**src/rtl/counter_ctrl_pkg.sv**
```systemverilog
// Shared definitions for the up/down step counters and the sweep sequencer:
// step command encodings, sweep mode encodings and the sweep FSM states.
package counter_ctrl_pkg;

    localparam logic [1:0] CMD_HOLD = 2'b00;
    localparam logic [1:0] CMD_INC  = 2'b01;
    localparam logic [1:0] CMD_DEC  = 2'b10;

    localparam logic [1:0] MODE_NONE   = 2'b00;
    localparam logic [1:0] MODE_UP     = 2'b01;
    localparam logic [1:0] MODE_DOWN   = 2'b10;
    localparam logic [1:0] MODE_BOUNCE = 2'b11;

    typedef enum logic [2:0] {
        ST_IDLE = 3'd0,
        ST_LOAD = 3'd1,
        ST_UP   = 3'd2,
        ST_DOWN = 3'd3,
        ST_DONE = 3'd4
    } sweep_state_t;

endpackage

```
**src/rtl/step_counter.sv**
```systemverilog
// WIDTH-bit up/down counter driven by the 2-bit step command; a synchronous
// load takes priority over stepping. Counting wraps modulo 2^WIDTH.
module step_counter
    import counter_ctrl_pkg::*;
#(
    parameter int WIDTH = 4
) (
    input  logic             clk,
    input  logic             reset,
    input  logic             load,
    input  logic [WIDTH-1:0] load_val,
    input  logic [1:0]       up_dwn,
    output logic [WIDTH-1:0] count
);

    always_ff @(posedge clk) begin
        if (reset) begin
            count <= '0;
        end else if (load) begin
            count <= load_val;
        end else begin
            case (up_dwn)
                CMD_INC: count <= count + WIDTH'(1);
                CMD_DEC: count <= count - WIDTH'(1);
                default: count <= count;
            endcase
        end
    end

endmodule

```
**src/rtl/counter_sweep_ctrl.sv**
```systemverilog
// Sweep sequencer owning a step_counter: UP, DOWN or BOUNCE sweeps with a step
// divider. Optional pass_left output when SWEEP_PASS_CNT_EN is defined.
module counter_sweep_ctrl
    import counter_ctrl_pkg::*;
#(
    parameter int WIDTH = 4,
    parameter int DIV   = 1
) (
    input  logic             clk,
    input  logic             reset,
    input  logic             start,
    input  logic [1:0]       mode,
    input  logic [WIDTH-1:0] lo,
    input  logic [WIDTH-1:0] hi,
    input  logic [3:0]       passes,
    input  logic             abort,
    output logic [1:0]       up_dwn,
    output logic [WIDTH-1:0] count,
    output logic             busy,
    output logic             done
`ifdef SWEEP_PASS_CNT_EN
    ,
    output logic [3:0]       pass_left
`endif
);

    localparam int DW = (DIV > 1) ? $clog2(DIV) : 1;
    localparam logic [DW-1:0] DIV_LAST = DW'(DIV - 1);

    sweep_state_t     state, state_nxt;
    logic [1:0]       mode_r;
    logic [WIDTH-1:0] lo_r, hi_r;
    logic [3:0]       passes_r;
    logic [3:0]       pass_rem;
    logic [DW-1:0]    div_cnt;
    logic             tick;
    logic             load;
    logic             pass_dec;

    assign tick = (div_cnt == DIV_LAST);
    assign busy = (state != ST_IDLE);

    // start is a request taken only in IDLE; done is a single-cycle pulse in DONE.
    always_comb begin
        state_nxt = state;
        up_dwn    = CMD_HOLD;
        load      = 1'b0;
        pass_dec  = 1'b0;
        done      = 1'b0;
        unique case (state)
            ST_IDLE: begin
                if (start) begin
                    unique case (mode)
                        MODE_UP:     state_nxt = ST_UP;
                        MODE_DOWN:   state_nxt = ST_DOWN;
                        MODE_BOUNCE: state_nxt = ST_LOAD;
                        default:     state_nxt = ST_DONE;
                    endcase
                end
            end
            ST_LOAD: begin
                if (abort) begin
                    state_nxt = ST_DONE;
                end else begin
                    load      = 1'b1;
                    state_nxt = (lo_r >= hi_r) ? ST_DONE : ST_UP;
                end
            end
            ST_UP: begin
                if (abort) begin
                    state_nxt = ST_DONE;
                end else if (count == hi_r) begin
                    state_nxt = (mode_r == MODE_BOUNCE) ? ST_DOWN : ST_DONE;
                end else if (tick) begin
                    up_dwn = CMD_INC;
                end
            end
            ST_DOWN: begin
                if (abort) begin
                    state_nxt = ST_DONE;
                end else if (count == lo_r) begin
                    if (mode_r == MODE_BOUNCE) begin
                        pass_dec  = 1'b1;
                        state_nxt = (pass_rem > 4'd1) ? ST_UP : ST_DONE;
                    end else begin
                        state_nxt = ST_DONE;
                    end
                end else if (tick) begin
                    up_dwn = CMD_DEC;
                end
            end
            ST_DONE: begin
                done      = 1'b1;
                state_nxt = ST_IDLE;
            end
            default: state_nxt = ST_IDLE;
        endcase
    end

    always_ff @(posedge clk) begin
        if (reset) begin
            state    <= ST_IDLE;
            mode_r   <= MODE_NONE;
            lo_r     <= '0;
            hi_r     <= '0;
            passes_r <= '0;
        end else begin
            state <= state_nxt;
            if (state == ST_IDLE && start) begin
                mode_r   <= mode;
                lo_r     <= lo;
                hi_r     <= hi;
                passes_r <= passes;
            end
        end
    end

    // Divider restarts on every state change so the first step lands DIV cycles in.
    always_ff @(posedge clk) begin
        if (reset || state_nxt != state) begin
            div_cnt <= '0;
        end else if (state == ST_UP || state == ST_DOWN) begin
            div_cnt <= tick ? '0 : div_cnt + DW'(1);
        end
    end

    always_ff @(posedge clk) begin
        if (reset || state_nxt == ST_DONE) begin
            pass_rem <= '0;
        end else if (state == ST_LOAD) begin
            pass_rem <= (passes_r == 4'd0) ? 4'd1 : passes_r;
        end else if (pass_dec) begin
            pass_rem <= pass_rem - 4'd1;
        end
    end

`ifdef SWEEP_PASS_CNT_EN
    assign pass_left = pass_rem;
`endif

    step_counter #(
        .WIDTH(WIDTH)
    ) u_step_counter (
        .clk      (clk),
        .reset    (reset),
        .load     (load),
        .load_val (lo_r),
        .up_dwn   (up_dwn),
        .count    (count)
    );

endmodule
```
**config.mk**
```make
export PLATFORM = sky130hd
export DESIGN_NAME = counter_sweep_ctrl
export DESIGN_NICKNAME = d
export VERILOG_FILES = /design/src/rtl/counter_ctrl_pkg.sv /design/src/rtl/step_counter.sv /design/src/rtl/counter_sweep_ctrl.sv
export SDC_FILE = /design/constraint.sdc
export NUM_CORES = 1
export LEC_CHECK = 0
export CORE_AREA = 2 2 81 83
export CTS_CLUSTER_SIZE = 10
export DETAILED_ROUTE_END_ITERATION = 8
export DIE_AREA = 0 0 83 85
export HOLD_SLACK_MARGIN = 0.03
export PLACE_DENSITY = 0.48
export SETUP_SLACK_MARGIN = 0.5
export SLEW_MARGIN = 20
export SYNTH_ARGS = -nofsm -noshare
export SYNTH_HDL_FRONTEND = slang
export SYNTH_SLANG_ARGS = --single-unit
```
**constraint.sdc**
```tcl
create_clock -name clk -period 2.7 [get_ports clk]
set_input_delay 0.54 -clock clk [delete_from_list [all_inputs] [get_ports clk]]
set_output_delay 0.54 -clock clk [all_outputs]
set_load 0.01 [all_outputs]
```
; Word-level counts from Yosys, hierarchy flattened
; Index checks and enable logic that the tools add are counted.
; Widths: inputs -> output; s select.
[totals]
register_bits = 26
inputBits = 18
out_inout_bits = 8
wordCells = 69
[op_classes]
addsub = 4
n_lt_le_gt_ge = 2
eq_ne = 14
n_mux = 32
reduce_logical = 9
[op_table]
columns = cell, count
row1 = $mux 3, 10
row2 = $mux 4, 4
row3 = $pmux 3 s4, 1
row4 = $mux 1, 11
row5 = $pmux 3 s3, 1
row6 = $eq 2x2->1 const B, 4
row7 = $eq 4x4->1, 2
row8 = $pmux 4 s2, 1
row9 = $sub 4x1->4 const B, 2
row10 = $eq 3x2->1 const B, 2
row11 = $eq 3x3->1 const B, 2
row12 = $mux 2, 3
row13 = $reduce_bool 3->1, 2
row14 = $add 4x1->4 const B, 1
row15 = $eq 2x1->1 const B, 2
row16 = $ge 4x4->1, 1
row17 = $gt 4x1->1 const B, 1
row18 = $logic_not 4->1, 1
row19 = $pmux 2 s2, 1
row20 = $eq 3x1->1 const B, 1
row21 = $logic_not 3->1, 1
row22 = $logic_or 1x1->1, 3
row23 = $ne 3x3->1, 1
row24 = $reduce_bool 2->1, 1
row25 = other kinds (2), 2

; Longest topological paths before layout
[logic_depth]
ltp_word = 8
depth_mapped = 10
depth_no_buf = 10

; Cells and area by module
; Synthesis repeated with hierarchy kept, for this count alone.
[hier_totals]
cells_unflattened = 191
area_unflattened_um2 = 1572.8
[by_module_without_submodules]
columns = mod, instances, cells_per_inst, area_each_um2
row1 = counter_sweep_ctrl, 1, 154, 1251.2
row2 = step_counter, 1, 37, 321.6

; Worst setup path after synthesis
; Ideal clock, no wire load.
[synth_path]
path_kind = register to register
from = register u_step_counter.count[2]
to = register u_step_counter.count[3]
t_arrival_ns = 2.186
t_required_ns = 2.568
setup_slack_ns = 0.382
path_stages_with_launch = 11
cell_sequence = dfxtp_1 > xor2_1 > nor4_4 > nor3_2 > ha_1 > a21o_1 > a21oi_1 > xor2_1 > xnor2_1 > o21ai_0 > a21oi_1
[synth_via]
elab_chain_len = 7
[synth_lines]
columns = element, line_no
row1 = "start, declared", step_counter.sv:13  ; output logic [WIDTH-1:0] count
row2 = "start signal, assigned", step_counter.sv:20  ; count <= load_val;
row3 = "start signal, assigned", step_counter.sv:23  ; CMD_INC: count <= count + WIDTH'(1);
row4 = "start signal, assigned", step_counter.sv:24  ; CMD_DEC: count <= count - WIDTH'(1);
row5 = $eq 4x4->1 (on tied branches), "counter_sweep_ctrl.sv:81, counter_sweep_ctrl.sv:72"
row6 = $mux 2 or $mux 1 (tied branches), "counter_sweep_ctrl.sv:81, counter_sweep_ctrl.sv:72"
row7 = $mux 2 or $mux 1 (tied branches), "counter_sweep_ctrl.sv:79, counter_sweep_ctrl.sv:70"
row8 = $pmux 2 s2, counter_sweep_ctrl.sv:50  ; unique case (state)
row9 = $eq 2x2->1 or $eq 2x1->1 (tied branches), step_counter.sv:22  ; case (up_dwn)
row10 = $pmux 4 s2, step_counter.sv:22
row11 = $mux 4, step_counter.sv:19  ; end else if (load) begin
; Several ways; a longest one is shown, not always the timed one.
; A chain may end at the register's enable or synchronous reset.

; Final worst setup path
[layout_path]
from = register lo_r[0]
to = register u_step_counter.count[3]
[layout_via]
elab_chain_len = 7
[layout_lines]
columns = element, line_no
row1 = "start, declared", counter_sweep_ctrl.sv:32  ; logic [WIDTH-1:0] lo_r, hi_r;
row2 = "start signal, assigned", counter_sweep_ctrl.sv:111  ; lo_r <= lo;
row3 = $eq 4x4->1 (*), counter_sweep_ctrl.sv:81  ; end else if (count == lo_r) begin
row4 = $mux 2 (*), counter_sweep_ctrl.sv:81
row5 = $mux 2 (*), counter_sweep_ctrl.sv:79  ; if (abort) begin
row6 = $pmux 2 s2 (*), counter_sweep_ctrl.sv:50
row7 = $eq 2x2->1 or $eq 2x1->1 (tied branches), step_counter.sv:22
row8 = $pmux 4 s2, step_counter.sv:22
row9 = $mux 4, step_counter.sv:19
; Every way passes the cells marked *; elsewhere a longest branch is shown, timed or not.

==> metrics <==
maximum vdd drop 189.8 uV; Final period util 0.8203; layout cells sized above 1 0.2179; H-tree Lvls 1; HP Class flip-flop to flip-flop; Worst-Skew Late Latency 270 ps; DP Worst Slack -16.42 ps; Placer Congestion 0.8147; setup repair after global routing missed its margin yes; Post-Synthesis Cells 194; max_cap viols 0; dpl hpwl 2957 um; Yosys warning count 0; Global Route Usage Sum 0.1120; Final TNS setup 0 ps; die area 0.007055 mm^2; Async S/R FF share, synth 0; Yosys reg bits 25; initial antenna violation count 0; total gr overflow 0; Initial Util 0.2450; Num CTS Buffers 3; slew margin rel. 0.6749; Root Driver clkbuf_8; filler cell count in the final layout 670; Final Slew Violations 0; slowest cell delay on critical path 400 ps; Post-route DRC 0; Cell Area, Synth 0.001520 mm^2; global-route wire length before repair 6499 um; buffer and inverter count on the worst path 0; ranking of synthesized cells by area dfxtp_1 33%, nand2_1 10%, ha_1 7.4%; Post-CTS Hold Buffers 0; Critical-path top delay cell nor4_4; First-pass DRT Iterations 4; io pins 26; TritonCTS clock tree built; DR vias/cell 4.556; Power Density 470.9 mW/mm^2; min Tclk post-route 2215 ps; Mapped Nets 222; Peak Freq 451.5 MHz; syn avg cell area 7.836 um^2; Total Nets Final 263; ANT nets after route 0; Netlist cell types 41; clk buf depth 2; pin count of the biggest net entering global routing 22; number of global-route vias before repair 1,412; CP Capture Type flip-flop; worst-case clock skew 4.634 ps; final-report hold violation count 0; DR vias 1,417; Synth top area share 0.3292; Placed Instances 296; Sink Count 25; sequential element share of the synthesized area 0.3292; IO Port Bufs 25; Synth area leader dfxtp_1; number of diodes 0; cell family with most CP delay simple AND/OR/NAND/NOR gates; clk slew on worst S/H paths 90 ps; CP Launch Type flip-flop; DR iter-0 viols 60; Post-synth EDFFs 0; CP required 2900 ps; ys flop type dfxtp_1; list of most frequent post-synthesis cells 41 x nand2_1, 25 x dfxtp_1, 21 x a21oi_1; Area Overhead vs Synth 39.92%; most numerous cell in the Yosys netlist nand2_1; non-filler cells, final 311; crit-path max FO 5; Critical Path AT 2410 ps; Leakage 0.8318 nW; row count 29; worst-margin pin slew 486.4 ps; Die X 83 um; Die Span Y 85 um; average wire per standard cell 12.72 um; Crit Path Category flip-flop to flip-flop; Total Routed Length 3955 um; worst-path cell chain xor2_2 -> nor4_4 -> nor3_4 -> ha_1 -> a21o_1 -> a21oi_2 -> xor2_1 -> xnor2_1 -> o21ai_1 -> a21oi_1; status finished, final reports clean; Final WS setup 485.2 ps; Setup violations, final 0; core area 0.006205 mm^2
==> kinds of logic (layout without fill, tap and decap cells) <==
family                     Yosys count  in the layout  synth area share
and+or+nand+nor                     82             82            0.2757
adders and majority gates           10             10           0.08724
DFF                                 25             25            0.3292
buffers and inverters               22             62           0.05514
xor gates and xnor gates            15             15           0.08642
AOI/OAI and AO/OA                   40             40            0.1663
==> cell usage in the layout, fill, tap and decap left out, types with 3 or more instances in the layout <==
master and count:
buf_4 19, and2_1 3, xnor2_1 4, a21oi_1 20, nor3_1 7, inv_1 12, nand3_1 3, xor2_2 4
clkdlybuf4s50_1 22, dfxtp_4 5, nor2_1 10, clkbuf_8 3, dfxtp_2 5, xor2_1 7, ha_1 9, nand2_1 41
dfxtp_1 15
==> registers in the layout, summed over array words and instances, names as in the netlist <==
name                  flops
pass_rem                  4
hi_r                      4
passes_r                  4
lo_r                      4
u_step_counter.count      4
state                     3
mode_r                    2
==> layer usage <==
layer,GRT usage,part of all wire,up-vias
met3,0.01556,0.025,7
met5,0,0,-
met1,0.1532,0.50,642
met2,0.1833,0.46,25
met4,0.03577,0.017,0
li1,-,-,743
==> cell type report <==
cell class              count  area, um^2  share of cell area
multi-input cells         147        1018              0.4788
flip-flops and latches     25       525.5              0.2471
repair buffers             45       392.9              0.1847
well taps                  77       96.34             0.04529
inverters                  13       48.80             0.02294
clock buffers               4       45.04             0.02118
==> path summary, 6_finish.rpt <==
path                                 start                                    to  slack [ps]  cells past startpoint
setup / recovery      lo_r[0]$_SDFFE_PP0P_  u_step_counter.count[3]$_SDFFE_PP0P_         490                     10
hold / removal    passes_r[0]$_SDFFE_PP0P_              passes_r[0]$_SDFFE_PP0P_         460                      2
setup reg to reg      lo_r[0]$_SDFFE_PP0P_  u_step_counter.count[3]$_SDFFE_PP0P_         490                     10
hold reg to reg   passes_r[0]$_SDFFE_PP0P_              passes_r[0]$_SDFFE_PP0P_         460                      2
==> power by group <==
| part | leakage [nW] | switching, mW | total (mW) | internal, mW |
|---|---|---|---|---|
| logic | 0.599 | 0.162 | 0.336 | 0.174 |
| clock network | 0.0228 | 0.119 | 0.225 | 0.106 |
| registers | 0.210 | 0.0411 | 0.441 | 0.399 |
==> through the flow <==
step	hold slack (ps)	total power, mW	util	instance area, um^2
after detailed placement	454.1	0.7224	0.3118	1934
after global routing	483.7	1.068	0.3428	2127
final	461.1	1.002	0.3428	2127
after floorplan	437.0	0.6122	-	1555
after CTS	468.0	0.9699	0.3249	2016
after global placement	451.6	0.7234	0.3118	1934
==> tightest hold or removal path, stage by stage, from the launching register on <==
cell and delay, ps:
dfxtp_1 320, nand2_1 50, a21oi_1 50
==> timing repair <==
action	in CTS	in global routing
setup buffers	4	7
endpoints found under the setup margin	9	11
pin swaps	5	8
gates resized for setup	8	23
Power figures use the tool's default switching activity.
